--- src/rtl/wb_dbus_master_pkg.sv ---
// ---------------------------------------------------------------------------
// wb_dbus_master_pkg
// Shared definitions for the data-side Wishbone master:
//   - FSM state encodings (2-bit, legacy-compatible values)
//   - registered Wishbone request bundle type and its idle value
//   - saturating increment for the 16-bit timeout counter
// ---------------------------------------------------------------------------
package wb_dbus_master_pkg;

    localparam logic [1:0] WB_IDLE           = 2'b00;
    localparam logic [1:0] WB_BUSY           = 2'b01;
    localparam logic [1:0] WB_WAIT_FOR_STALL = 2'b11;

    localparam logic [31:0] ZERO_WORD = 32'h0000_0000;
    localparam int          TMO_W     = 16;

    // Everything the master drives onto the bus, registered as one bundle so
    // that "drop the cycle" is a single assignment of WB_REQ_IDLE.
    typedef struct packed {
        logic        cyc;
        logic        stb;
        logic        we;
        logic [3:0]  sel;
        logic [31:0] adr;
        logic [31:0] dat;
    } wb_req_t;

    localparam wb_req_t WB_REQ_IDLE = '0;

    // Counter sticks at all-ones rather than wrapping, so a very large or
    // disabled timeout can never produce a spurious match after wrap-around.
    function automatic logic [TMO_W-1:0] tmo_inc(input logic [TMO_W-1:0] cnt);
        return (cnt == {TMO_W{1'b1}}) ? cnt : cnt + 1'b1;
    endfunction

endpackage

--- src/rtl/wb_dbus_master.sv ---
// ---------------------------------------------------------------------------
// wb_dbus_master
// Data-side Wishbone B4 classic master sitting behind the mem stage. Accepts
// one ce/we/sel/addr/data request at a time, runs a single bus cycle, stalls
// the pipeline until ack and hands load data back on cpu_data_o. Hung cycles
// are aborted after TIMEOUT_CYCLES busy cycles with a one-cycle bus_err_o.
//
// Ports
//   clk, rst            clock (rising edge), asynchronous active-low reset
//   stall_i, flush_i    pipeline control from ctrl
//   cpu_ce_i/we/sel/addr/data   request from the mem stage
//   cpu_data_o          load data back to the mem stage
//   stallreq_o          stall request to ctrl
//   bus_err_o           one-cycle pulse when a cycle is aborted by timeout
//   wb_*_o / wb_*_i     Wishbone master interface (outputs registered)
// ---------------------------------------------------------------------------
module wb_dbus_master
    import wb_dbus_master_pkg::*;
#(
    parameter int TIMEOUT_CYCLES = 1024,
    parameter int STALL_W        = 6
) (
    input  logic               clk,
    input  logic               rst,
    input  logic [STALL_W-1:0] stall_i,
    input  logic               flush_i,
    input  logic               cpu_ce_i,
    input  logic               cpu_we_i,
    input  logic [3:0]         cpu_sel_i,
    input  logic [31:0]        cpu_addr_i,
    input  logic [31:0]        cpu_data_i,
    output logic [31:0]        cpu_data_o,
    output logic               stallreq_o,
    output logic               bus_err_o,
    output logic [31:0]        wb_adr_o,
    output logic [31:0]        wb_dat_o,
    output logic [3:0]         wb_sel_o,
    output logic               wb_we_o,
    output logic               wb_stb_o,
    output logic               wb_cyc_o,
    input  logic [31:0]        wb_dat_i,
    input  logic               wb_ack_i
);

    // Counter value seen in the last busy cycle before the abort.
    localparam logic [TMO_W-1:0] TMO_LAST =
        (TIMEOUT_CYCLES == 0) ? '0 : TMO_W'(TIMEOUT_CYCLES - 1);

    logic [1:0]       state_reg;
    wb_req_t          bus_reg;
    logic [31:0]      rd_buf_reg;
    logic [TMO_W-1:0] tmo_cnt_reg;
    logic             bus_err_reg;
    logic             tmo_hit;

    assign tmo_hit = (TIMEOUT_CYCLES != 0) && (tmo_cnt_reg == TMO_LAST);

    assign wb_cyc_o  = bus_reg.cyc;
    assign wb_stb_o  = bus_reg.stb;
    assign wb_we_o   = bus_reg.we;
    assign wb_sel_o  = bus_reg.sel;
    assign wb_adr_o  = bus_reg.adr;
    assign wb_dat_o  = bus_reg.dat;
    assign bus_err_o = bus_err_reg;

    // Sequential FSM. Flush outranks ack, ack outranks timeout: a store that
    // is acked in the flush cycle has already happened on the bus, we just
    // do not report it back.
    always_ff @(posedge clk or negedge rst) begin
        if (!rst) begin
            state_reg   <= WB_IDLE;
            bus_reg     <= WB_REQ_IDLE;
            rd_buf_reg  <= ZERO_WORD;
            tmo_cnt_reg <= '0;
            bus_err_reg <= 1'b0;
        end else begin
            bus_err_reg <= 1'b0;
            case (state_reg)
                WB_IDLE: begin
                    if (cpu_ce_i && !flush_i) begin
                        bus_reg.cyc <= 1'b1;
                        bus_reg.stb <= 1'b1;
                        bus_reg.we  <= cpu_we_i;
                        bus_reg.sel <= cpu_sel_i;
                        bus_reg.adr <= cpu_addr_i;
                        bus_reg.dat <= cpu_data_i;
                        tmo_cnt_reg <= '0;
                        state_reg   <= WB_BUSY;
                    end
                end
                WB_BUSY: begin
                    if (flush_i) begin
                        bus_reg    <= WB_REQ_IDLE;
                        rd_buf_reg <= ZERO_WORD;
                        state_reg  <= WB_IDLE;
                    end else if (wb_ack_i) begin
                        bus_reg <= WB_REQ_IDLE;
                        if (!bus_reg.we) begin
                            rd_buf_reg <= wb_dat_i;
                        end
                        // Hold the load result while the rest of the pipe is
                        // frozen; the mem stage samples it once stall clears.
                        state_reg <= (stall_i != '0) ? WB_WAIT_FOR_STALL : WB_IDLE;
                    end else if (tmo_hit) begin
                        bus_reg     <= WB_REQ_IDLE;
                        rd_buf_reg  <= ZERO_WORD;
                        bus_err_reg <= 1'b1;
                        state_reg   <= WB_IDLE;
                    end else begin
                        tmo_cnt_reg <= tmo_inc(tmo_cnt_reg);
                    end
                end
                WB_WAIT_FOR_STALL: begin
                    if ((stall_i == '0) || flush_i) begin
                        state_reg <= WB_IDLE;
                    end
                end
                default: begin
                    bus_reg   <= WB_REQ_IDLE;
                    state_reg <= WB_IDLE;
                end
            endcase
        end
    end

    // Combinational handshake back to the pipeline. In the ack cycle the
    // load data is forwarded straight from the bus so the stage can advance
    // without waiting an extra cycle for rd_buf.
    always_comb begin
        stallreq_o = 1'b0;
        cpu_data_o = ZERO_WORD;
        case (state_reg)
            WB_IDLE: begin
                stallreq_o = cpu_ce_i && !flush_i;
            end
            WB_BUSY: begin
                if (flush_i) begin
                    stallreq_o = 1'b0;
                end else if (wb_ack_i) begin
                    stallreq_o = 1'b0;
                    cpu_data_o = bus_reg.we ? ZERO_WORD : wb_dat_i;
                end else if (tmo_hit) begin
                    stallreq_o = 1'b0;
                end else begin
                    stallreq_o = 1'b1;
                end
            end
            WB_WAIT_FOR_STALL: begin
                cpu_data_o = rd_buf_reg;
            end
            default: begin
                stallreq_o = 1'b0;
            end
        endcase
    end

endmodule

--- config.mk ---
export PLATFORM = sky130hd
export DESIGN_NAME = wb_dbus_master
export DESIGN_NICKNAME = d
export VERILOG_FILES = /design/src/rtl/wb_dbus_master_pkg.sv /design/src/rtl/wb_dbus_master.sv
export SDC_FILE = /design/constraint.sdc
export NUM_CORES = 1
export LEC_CHECK = 0
export ABC_AREA = 1
export CAP_MARGIN = 20
export CORE_MARGIN = 2
export CORE_UTILIZATION = 35
export CTS_CLUSTER_SIZE = 25
export DETAILED_ROUTE_END_ITERATION = 6
export DONT_BUFFER_PORTS = 1
export PLACE_DENSITY_LB_ADDON = 0.3
export SLEW_MARGIN = 20
export SYNTH_ARGS = -nofsm -noshare
export SYNTH_HDL_FRONTEND = slang
export SYNTH_SLANG_ARGS = --single-unit
export TNS_END_PERCENT = 10
--- constraint.sdc ---
create_clock -name clk -period 1.7 [get_ports clk]
set_clock_uncertainty 0.15 [all_clocks]
set_input_delay 0.085 -clock clk [delete_from_list [all_inputs] [get_ports clk]]
set_output_delay 0.085 -clock clk [all_outputs]
set_load 0.02 [all_outputs]
[Yosys cells after proc, flatten, opt, wreduce, memory -nomap -nowiden]
Cells that the tools add are included.
Cells by class
  reductions and logical operators: 12
  div/mod/pow operators: 0
  $mul: 0
  add/subtract/negate cells: 1
  $lt $le $gt $ge: 0
  multiplexer cells: 34
  bitwise logic cells: 1
  shifts and indexed selects: 0
  eq/ne operators: 12
Operators by type and width (count)
  $mux W71: 4
  $mux W32: 7
  $pmux W71 S3: 1
  $mux W16: 5
  $pmux W32 S2: 1
  $pmux W16 S2: 1
  $add A16 B1 Y16 const B: 1
  $eq A16 B10 Y1 const B: 1
  $eq A16 B16 Y1 const B: 1
  $mux W2: 6
  $ne A2 B2 Y1 const B: 6
  $reduce_and A3 Y1: 3
  $mux W1: 7
  $logic_not A6 Y1: 1
  $pmux W2 S3: 1
  $reduce_and A6 Y1: 1
  $reduce_bool A6 Y1: 1
  $ne A4 B4 Y1 const B: 1
  $ne A3 B3 Y1 const B: 1
  $reduce_bool A3 Y1: 1
  $eq A2 B1 Y1 const B: 1
  $eq A2 B2 Y1 const B: 1
  $logic_not A2 Y1: 1
  $pmux W1 S2: 1
  5 further kinds: 5
Storage, ports and cells
  bits in read-only memories: 0
  flip-flop bits (word level): 122
  latch bits: 0
  output and inout port bits: 105
  memories kept: 0
  word-level logic and storage cells: 70
  RAM bits: 0
  bits of input ports: 112

[Longest topological paths before layout]
Gate-level depths: netlist of run 1.
  depth after elaboration: 6
  gate-level depth with buffers: 12
  gate-level depth less buffers: 11

[Least setup slack after synthesis of run 1]
OpenSTA, ideal clock, no wires.
  path kind: register to register
  from: register tmo_cnt_reg[0]
  to: register tmo_cnt_reg[13]
  path slack: -112 ps
  period minus slack after synthesis: 1812 ps
  library setup time: 116 ps
  buffers on the path: 1
  data required time: 1434 ps
  data arrival time: 1546 ps
  cell stages (with the launch flop): 13
  cells stage by stage: dfrtp_1 -> ha_1 -> nand2_2 -> nor2_4 -> nand2_4 -> clkinv_4 -> nand2_4 -> nand2_8 -> nand2_8 -> nand2_8 -> buf_12 -> nand2_2 -> nand2_2
On the way
  word-level cells in the longest chain between the ends: 6
  elaborated cells between the ends (all ways): 11
  classes of those cells: 1 x add/sub; 4 x eq/ne; 5 x mux; 1 x reduce/logical
RTL lines
  start, declared: RTL line wb_dbus_master.sv:52  | logic [TMO_W-1:0] tmo_cnt_reg;
  start signal, assigned: RTL line wb_dbus_master.sv:110  | tmo_cnt_reg <= tmo_inc(tmo_cnt_reg);
  $add A16 B1 Y16: RTL line wb_dbus_master_pkg.sv:33  | return (cnt == {TMO_W{1'b1}}) ? cnt : cnt + 1'b1;
  $mux W16: RTL line wb_dbus_master_pkg.sv:33
  $mux W16: RTL line wb_dbus_master.sv:104  | end else if (tmo_hit) begin
  $mux W16: RTL line wb_dbus_master.sv:96  | end else if (wb_ack_i) begin
  $mux W16: RTL line wb_dbus_master.sv:92  | if (flush_i) begin
  $pmux W16 S2: RTL line wb_dbus_master.sv:78  | case (state_reg)
Several ways; a longest one is shown, not always the timed one. The select of a mux whose other input is x is not followed.
A chain may end at the register's enable or synchronous reset.

[Final worst setup path of run 1]
  from: register tmo_cnt_reg[0]
  to: output port stallreq_o
On the way
  word-level cells in the longest chain between the ends: 5
RTL lines
  $eq A16 B10 Y1: RTL line wb_dbus_master.sv:56  | assign tmo_hit = (TIMEOUT_CYCLES != 0) && (tmo_cnt_reg == TMO_LAST);
  $mux W1: RTL line wb_dbus_master.sv:142  | end else if (tmo_hit) begin
  $mux W1: RTL line wb_dbus_master.sv:139  | end else if (wb_ack_i) begin
  $mux W1: RTL line wb_dbus_master.sv:137  | if (flush_i) begin
  $pmux W1 S2: RTL line wb_dbus_master.sv:132  | case (state_reg)
  end, declared: RTL line wb_dbus_master.sv:33  | output logic stallreq_o,
Every way passes these cells.

==> out/summary.txt, run 1 <==
I/O Pins: 217
Top cells by count, synth: nand2_1 (270), dfrtp_1 (121), inv_1 (81), o21ai_1 (69), nand3_1 (44)
Clk sinks: 121
Asr flop ratio synth: 1.00
Yosys warns: 0
Worst-path clk slew: 60 ps
Final Hold Viols: 121
Req. time, crit path: 1460 ps
DR iter-0 viols: 319
Hold Crit Class: input pin to asynchronous set/reset pin
Diodes inserted: 0
DR pass1 iterations: 5
Mean post-synth cell area: 8.11 sq um
Skew-Pair Late Insertion Delay: 410 ps
Sw Ratio: 0.383
Logic gate share of total power: 0.291
Min Clock Period, post-route: 1970 ps
Period Utilization, post-route: 1.16
Global placement routability congestion: 0.839
Pre-CTS setup slack: -116 ps
Final cell count without fillers: 1,098
Number of H-tree levels: 4
Area of the multi-input gates: 0.00271 sq mm
Power Density: 1380 mW/mm^2
Status: finished with violations
Seq/Total Area, Yosys: 0.529
Setup Crit Path Kind: register to output port
WL/cell: 16.0 um
Syn nets: 819
WL final: 17,500 um
R2r endpoint: wb_adr_o[15]
Netlist cell types: 34
Cells after Synth: 706
Tightest Pin Transition: 444 ps
# DRC: 0
Failing checks: hold timing, setup timing
ANT nets after route: 0
Vias in the first global route: 5,162
CTS Buffer Depth: 2
Final core occ: 0.543
Vias: 5,300
FF-to-FF Start: tmo_cnt_reg[0]
Critical Path Source Type: register
Net switching power: 4.57 mW
Storage element area: 0.00303 sq mm
Pin count of the biggest net entering global routing: 122
Final nets: 982
Initial antenna violation count: 0
Initial core utilization: 0.359
Max-cap violations: 0
Die area: 0.0174 sq mm
Leak pwr: 4.30 nW
Dpl cells: 933
Final worst slack: -270 ps
Yosys reg bits: 121
Synthesized cell area: 0.00572 sq mm
RSZ-0062 raised after global routing: true
Core area: 0.0159 sq mm
I/O Buffers: 0
Clock power frac: 0.305
Num CTS Buffers: 17
Internal power: 7.34 mW
Arr. time, crit path: 1730 ps
Crit Path Max Fanout: 2
Die H: 132 um
Layout area overhead: 51.3%
Largest cells by area after synthesis: dfrtp_1 (53%), nand2_1 (18%), o21ai_1 (6.0%)
Fill count: 1,364
Peak VDD IR: 707 uV
Post-route cell area: 0.00866 sq mm
Max_slew headroom: 0.704
EDFF count, synth: 0
GR Util All Layers: 0.193
Worst reg-to-reg setup slack: -240 ps
CTS tree: yes
Cell taking the most area after synthesis: dfrtp_1
Fin Hold WS: -785 ps
DR vias/cell: 4.83
Ratio of cells with drive above 1 in the final layout: 0.243
CP Capture Type: output port
First-pass GRT wire length: 27,000 um
Cell with the most instances after synthesis: nand2_1
FF-to-FF path depth: 12
Final HPWL DP: 9910 um
Max Clk Rate: 508 MHz
Grt total ovfl: 0
Root buffer cell: clkbuf_16
Post-synth top area share: 0.529
Slew Viols, Final: 0
Seq pwr share: 0.404
Row cnt: 46
Post-synth top flop: dfrtp_1
Placed cell area: 0.00621 sq mm
Chip Width: 132 um
# setup viols final: 151
[layer usage]
layer / GRT usage / wire, um / vias up
met3: 0.0631 / 1330 / 28
li1: - / - / 2535
met1: 0.236 / 7250 / 2501
met2: 0.323 / 8630 / 236
met5: 0 / 0 / -
met4: 0.0616 / 330 / 0
[placed cells by master (no fill, tap or decap), drive strengths merged, types with 6 or more instances in the layout]
cell type,instances
a21oi,7
o21ai,71
inv,90
nor2,43
buf,57
dfrtp,121
nand2,288
clkbuf,21
dlygate4sd3,110
nand3,47
nand4,6
[worst max-delay path, stage by stage, from the launching register on]
cell and delay (ps):
dfrtp_1 360, ha_2 200, nand2_2 70, nor2_4 140
nand2_4 70, clkinv_4 70, nand2_8 50, nand2_8 80
buf_12 100, nand2_8 50, buf_6 130
[cell type report]
cell class	count	area share
Clock inverter	14	0.0182
Clock buffer	18	0.0507
Sequential cell	121	0.350
Timing Repair Buffer	170	0.200
Multi-Input combinational cell	475	0.312
Inverter	84	0.0376
Tap cell	216	0.0312
[cell families after synthesis]
kind of cell	count (synthesis)	synth area share
xor gates and xnor gates	3	0.00459
and+or+nand+nor	388	0.302
DFF	121	0.529
AOI/OAI and AO/OA	80	0.0732
buffers and inverters	113	0.0890
adders and majority gates	1	0.00219
[power by group through the flow]
| stage | registers [mW] | logic, mW | clock network [mW] |
|---|---|---|---|
| after floorplan | 4.66 | 1.90 | 0 |
| after global placement | 4.81 | 2.44 | 0 |
| after detailed placement | 4.81 | 2.50 | 0 |
| after CTS | 4.78 | 3.07 | 3.72 |
| after global routing | 4.90 | 3.79 | 3.86 |
| final | 4.81 | 3.47 | 3.63 |
[worst max path at each step]
| stage | start | end | slack [ps] | cells past startpoint |
|---|---|---|---|---|
| after floorplan | tmo_cnt_reg[0] | wb_we_o | -100 | 11 |
| after CTS | tmo_cnt_reg[0] | stallreq_o | -270 | 10 |
| final | tmo_cnt_reg[0] | stallreq_o | -270 | 10 |
| after global placement | tmo_cnt_reg[0] | tmo_cnt_reg[9] | -70 | 10 |
| after global routing | tmo_cnt_reg[0] | stallreq_o | -370 | 10 |
| after detailed placement | tmo_cnt_reg[0] | tmo_cnt_reg[11] | -120 | 10 |
[timing repair]
action,in CTS,in global routing
endpoints found under the setup margin,149,153
cloned,1,7
hold buffers,109,1
buffers inserted,9,8
gates resized for setup,71,61
pin swaps,7,13
endpoints found under the hold margin,234,130
[through the flow]
step	total power, mW	setup TNS [ps]
2_1_floorplan	6.56	-8530
3_3_place_gp	7.25	-2220
4_1_cts	11.6	-25590
5_1_grt	12.5	-41430
6_report	11.9	-25450
3_5_place_dp	7.31	-7280
(Power assumes the default switching activity.)
==> run 2, diff against run 1 <==
- CORE_UTILIZATION: 35 -> 57
- clock period: 1.7 -> 1.8 ns (I/O delays scaled with it)
==> run 2 against run 1 <==
  * The flow still finishes with violations (hold timing, setup timing)
  * Largest cell class is now multi-input combinational cells
  * Global-route usage increased by 19 points
  * Sequential cell count unchanged
  * Critical path depth decreased by 3
  * Die area decreased by 38%
  * Non-clock buffer count increased by 10
  * Setup slack got worse by 77 ps
  * Critical endpoint is now cpu_data_o[9]
  * First-iteration DRC count increased by 130%
  * Hold slack got worse by 120 ps
==> out/summary.txt, run 2 (synthesis results as in run 1) <==
# DRC: 0 (unchanged)
Num CTS Buffers: 17 (unchanged)
Final Hold Viols: 121 (unchanged)
Crit-path cells: buf_4 > buf_4 > nand2_4 > inv_2 > buf_12 > nand2_1 > nand2_4
Worst reg-to-reg setup slack: -320 ps (-80 ps)
Met1 usage: 0.412 (+0.176)
First-pass GRT wire length: 32,000 um (+18%)
Row cnt: 36 (-22%)
CTS Buffer Depth: 2 (unchanged)
R2r endpoint: wb_adr_o[18]
Pre-CTS setup slack: -23.2 ps (+92.7 ps)
Most common cell after layout, fill and taps aside: nand2_1
Ratio of cells with drive above 1 in the final layout: 0.332 (+0.0892)
Final HPWL DP: 9150 um (-7.7%)
Largest stage delay on the critical path: 390 ps (+30 ps)
Worst path top cell family by delay: buffers and inverters
Vias: 6,552 (+24%)
Clock power frac: 0.262 (-0.043)
Worst path buffer plus inverter count: 4 (+1)
Fin Hold WS: -906 ps (-121 ps)
Req. time, crit path: 1560 ps (+100 ps)
Internal power: 7.54 mW (+2.7%)
Arr. time, crit path: 1910 ps (+180 ps)
Final nets: 992 (+1.0%)
Max Clk Rate: 466 MHz
FF-to-FF path depth: 13 (+1)
Final cell count without fillers: 1,027 (-6.5%)
Grt total ovfl: 0 (unchanged)
WL/cell: 26.6 um (+66%)
Status: finished with violations
Layout area overhead: 60.7%
Worst path depth: 7 (-3)
Max_slew headroom: 0.463 (-0.241)
CTS tree: yes
Die area: 0.0109 sq mm (-38%)
Initial core utilization: 0.586 (+0.227)
CP Capture Type: output port
Final worst slack: -347 ps (-77.3 ps)
CTS Hold Bufs: 111 (+1.8%)
Vias in the first global route: 6,061 (+17%)
Seq pwr share: 0.360 (-0.044)
Chip Width: 104 um (-21%)
Power Density: 1440 mW/mm^2 (+4.6%)
DR pass1 iterations: 5 (unchanged)
Period Utilization, post-route: 1.19
Setup Crit Path Kind: register to output port
Grt met2 use: 0.645 (+0.322)
Pin count of the biggest net entering global routing: 122 (unchanged)
RSZ-0062 raised after global routing: true
Failing checks: hold timing, setup timing
Met3 Track Usage GR: 0.127 (+0.0641)
Number of H-tree levels: 4 (unchanged)
Net switching power: 5.69 mW (+25%)
Worst-path clk slew: 60 ps (about the same)
I/O Buffers: 0 (unchanged)
FF-to-FF Start: tmo_cnt_reg[0]
Post-route cell area: 0.00920 sq mm (+6.2%)
Slew Viols, Final: 0 (unchanged)
Crit Path Max Fanout: 27 (+25)
DR vias/cell: 6.38 (+32%)
DR iter-0 viols: 749 (+130%)
Skew-Pair Late Insertion Delay: 530 ps (+120 ps)
# setup viols final: 151 (unchanged)
I/O Pins: 217 (unchanged)
Leak pwr: 4.56 nW (+6.1%)
Global placement routability congestion: 0.878 (+4.6%)
Critical path origin: state_reg[1]
Placed cell area: 0.00602 sq mm (-3.0%)
Die H: 104 um (-21%)
Most frequent cells in the layout: nand2_1 (176), dfrtp_1 (120), dlygate4sd3_1 (111)
Initial antenna violation count: 3 (+3)
Peak VDD IR: 1010 uV (+43%)
Logic gate share of total power: 0.378 (+0.087)
Dpl cells: 839 (-10%)
Busiest grt layer: met2
Slowest-stage cell, CP: dfrtp_1
Critical Path Source Type: register
GR Util All Layers: 0.381 (+0.187)
Sw Ratio: 0.430 (+0.0467)
Clk sinks: 121 (unchanged)
Root buffer cell: clkbuf_8
Max-cap violations: 0 (unchanged)
Crit path to: cpu_data_o[9]
Tightest Pin Transition: 806 ps (+362 ps)
Final core occ: 0.941 (+0.398)
ANT nets after route: 0 (unchanged)
Core area: 0.00977 sq mm (-39%)
WL final: 27,300 um (+56%)
Min Clock Period, post-route: 2150 ps
Hold Crit Class: input pin to asynchronous set/reset pin
[run 2: area by class of cell]
class                           instances  area, sq um
Multi-Input combinational cell        475         3160
Sequential cell                       121         3030
Timing Repair Buffer                  180         1940
Fill cell                             281          576
Clock buffer                           19          432
Inverter                               84          323
Tap cell                              133          166
Clock inverter                         13          144
Antenna cell                            2         5.00
[run 2: worst min-delay path by stage]
stage / from / endpoint / slack [ps] / cells after the start
after detailed placement: rst / wb_dat_o[14] / -350 / 0
after global placement: rst / wb_dat_o[14] / -350 / 0
after global routing: rst / wb_dat_o[19] / -910 / 0
final: rst / wb_dat_o[15] / -910 / 0
after CTS: rst / wb_dat_o[14] / -910 / 0
after floorplan: rst / bus_err_o / -360 / 0
[run 2: metal layers]
| metal | share of wire | routed length (um) |
|---|---|---|
| met5 | 0.00037 | 10 |
| met4 | 0.097 | 2660 |
| met3 | 0.12 | 3310 |
| met2 | 0.48 | 13100 |
| met1 | 0.30 | 8230 |
[run 2: what timing repair did]
item                       4_1_cts  5_1_grt
resized for setup               98      140
pin swaps                       27       43
setup endpoints to repair      109      152
hold endpoints to repair       234      121
setup buffers                   16       11
gates cloned                     3       13
[run 2: worst reg2reg max path, cell delays in order (launching register included)]
cell       delay [ps]
dfrtp_1           380
ha_2              200
nand2_2            80
nor2_4            150
nand2_4            80
clkinv_4           70
nand2_8            60
nand2_8           100
buf_8             130
nand3_4            80
buf_12            170
clkbuf_16         170
nand2_2            70
o21ai_1            90
[run 2: power groups by stage]
stage | sequential (mW) | combinational, mW | clock, mW
2_1_floorplan | 4.40 | 1.80 | 0
3_3_place_gp | 4.53 | 2.21 | 0
3_5_place_dp | 4.55 | 2.31 | 0
4_1_cts | 4.51 | 3.23 | 3.33
5_1_grt | 4.78 | 5.15 | 3.56
6_report | 4.77 | 5.00 | 3.46
[run 2: metrics by stage]
step / total power [mW] / TNS, ps / hold slack (ps)
after floorplan: 6.20 / 0 / -356
after global placement: 6.74 / 0 / -353
after detailed placement: 6.86 / -43.4 / -354
after CTS: 11.1 / -19470 / -907
after global routing: 13.5 / -41200 / -915
final: 13.2 / -34910 / -906
==> run 3, diff against run 2 <==
- HOLD_SLACK_MARGIN: default -> 0.06
==> run 3 against run 2 <==
  * The flow still finishes with violations (hold timing, setup timing)
  * Register-to-register slack got worse by 100 ps
  * Clock power fell by 2%
  * Global-route usage fell by 1.1 points
  * Highest routed layer unchanged
==> out/summary.txt, run 3 (synthesis results as in run 1) <==
Hold Crit Class: input pin to asynchronous set/reset pin
Final cell count without fillers: 1,018 (-0.88%)
Chip Width: 104 um (unchanged)
Critical path origin: tmo_cnt_reg[0]
Period Utilization, post-route: 1.23 (+0.0413)
Initial antenna violation count: 3 (unchanged)
Post-route cell area: 0.00897 sq mm (-2.5%)
Grt total ovfl: 0 (unchanged)
Worst-path clk slew: 60 ps (about the same)
Tightest Pin Transition: 659 ps (-147 ps)
Num CTS Buffers: 17 (unchanged)
Placed cell area: 0.00602 sq mm (unchanged)
Final HPWL DP: 9150 um (unchanged)
Vias: 6,324 (-3.5%)
Slew Viols, Final: 0 (unchanged)
Dpl cells: 839 (unchanged)
Die H: 104 um (unchanged)
Met2 wire len: 12,300 um (-6.2%)
Internal power: 7.29 mW (-3.3%)
Pin count of the biggest net entering global routing: 122 (unchanged)
Vias in the first global route: 5,955 (-1.7%)
ANT nets after route: 0 (unchanged)
Leak pwr: 4.42 nW (-3.1%)
Most frequent cells in the layout: nand2_1 (201), dfrtp_1 (120), dlygate4sd3_1 (110)
WL final: 25,500 um (-6.7%)
DR pass1 iterations: 7 (+2)
GR Util All Layers: 0.370 (-0.0105)
Most common cell after layout, fill and taps aside: nand2_1
CTS Buffer Depth: 2 (unchanged)
R2r endpoint: rd_buf_reg[14]
I/O Buffers: 0 (unchanged)
Clock power frac: 0.268 (+0.006)
Seq pwr share: 0.375 (+0.015)
CP Capture Type: register
Ratio of cells with drive above 1 in the final layout: 0.289 (-0.0431)
Max-cap violations: 0 (unchanged)
Skew-Pair Late Insertion Delay: 520 ps (about the same)
CTS Hold Bufs: 110 (-0.90%)
FF-to-FF path depth: 12 (-1)
Global placement routability congestion: 0.878 (unchanged)
Status: finished with violations
Number of H-tree levels: 4 (unchanged)
Sw Ratio: 0.422 (-0.00775)
Metal3 WL: 2790 um (-16%)
Final nets: 983 (-0.91%)
Crit Path Max Fanout: 32 (+19%)
Max_slew headroom: 0.561 (+0.0981)
Layout area overhead: 56.8%
Arr. time, crit path: 2450 ps (+540 ps)
Final Hold Viols: 121 (unchanged)
Logic gate share of total power: 0.357 (-0.021)
Top sig layer: met5
Row cnt: 36 (unchanged)
Die area: 0.0109 sq mm (unchanged)
Power Density: 1410 mW/mm^2 (-2.2%)
# setup viols final: 151 (unchanged)
DRT met1 WL: 7930 um (-3.6%)
Peak VDD IR: 958 uV (-5.1%)
DR vias/cell: 6.21 (-2.6%)
Core area: 0.00977 sq mm (unchanged)
Max Clk Rate: 450 MHz (-3.3%)
DR iter-0 viols: 719 (-4.0%)
TNS Setup: -35,620 ps (-710 ps)
Req. time, crit path: 2030 ps (+470 ps)
Fin Hold WS: -897 ps (+9.38 ps)
Root buffer cell: clkbuf_8
First-pass GRT wire length: 31,200 um (-2.6%)
Setup Crit Path Kind: register to register
# DRC: 0 (unchanged)
Final worst slack: -421 ps (-74.3 ps)
Clk sinks: 121 (unchanged)
RSZ-0062 raised after global routing: true
Failing checks: hold timing, setup timing
FF-to-FF Start: tmo_cnt_reg[0]
Initial core utilization: 0.586 (unchanged)
CTS tree: yes
WL/cell: 25.0 um (-5.8%)
Critical Path Source Type: register
Net switching power: 5.33 mW (-6.4%)
I/O Pins: 217 (unchanged)
Crit path to: rd_buf_reg[14]
Min Clock Period, post-route: 2220 ps (+74.3 ps)
Worst reg-to-reg setup slack: -420 ps (-100 ps)
==> run 3: per-layer routing <==
layer / track usage / vias up
met4: 0.233 / 2
met3: 0.113 / 228
li1: - / 2532
met5: 0 / -
met1: 0.404 / 2959
met2: 0.629 / 603
==> run 3: critical path: stages, from the launching register on <==
cell	delay [ps]
dfrtp_1	400
ha_2	210
nand2_2	80
nor2_4	140
nand2_4	80
clkinv_4	80
nand2_8	60
buf_6	130
nand3_2	70
nand3_2	100
buf_12	180
nand2_1	220
nand2_1	150
==> run 3: worst min-delay path by stage <==
stage	depth (start not counted)	end	slack [ps]
floorplan	0	bus_err_o	-360
global placement	0	wb_dat_o[14]	-350
detailed placement	0	wb_dat_o[14]	-350
CTS	0	wb_dat_o[14]	-910
global route	0	wb_dat_o[12]	-910
finish	0	wb_dat_o[13]	-900
==> run 3: power by group through the flow <==
stage / logic [mW] / clock network [mW] / registers, mW
6_report: 4.51 / 3.38 / 4.73
5_1_grt: 4.69 / 3.51 / 4.75
4_1_cts: 3.23 / 3.33 / 4.51
3_5_place_dp: 2.31 / 0 / 4.55
3_3_place_gp: 2.21 / 0 / 4.53
2_1_floorplan: 1.80 / 0 / 4.40
==> run 3: final cells by class <==
class	instances	area, sq um
antenna	2	5.00
clock buffer	19	432
clock inverter	13	144
fill	337	803
inverter	84	323
multi-input combinational	473	3030
sequential	121	3030
tap	133	166
timing repair buffer	173	1840
==> run 3: metrics by stage <==
step | setup slack (ps) | total power, mW | hold WS (ps) | util
2_1_floorplan | 4.74 | 6.20 | -356 | -
5_1_grt | -502 | 12.9 | -908 | 0.918
4_1_cts | -237 | 11.1 | -907 | 0.850
3_3_place_gp | 38.2 | 6.74 | -353 | 0.616
3_5_place_dp | -23.2 | 6.86 | -354 | 0.616
6_report | -421 | 12.6 | -897 | 0.918
==> run 3: what timing repair did <==
action	in CTS	in global routing
endpoints found under the hold margin	242	121
pin swaps	27	40
gates cloned	3	7
setup endpoints to repair	109	151
setup buffers	16	9
resized for setup	98	106
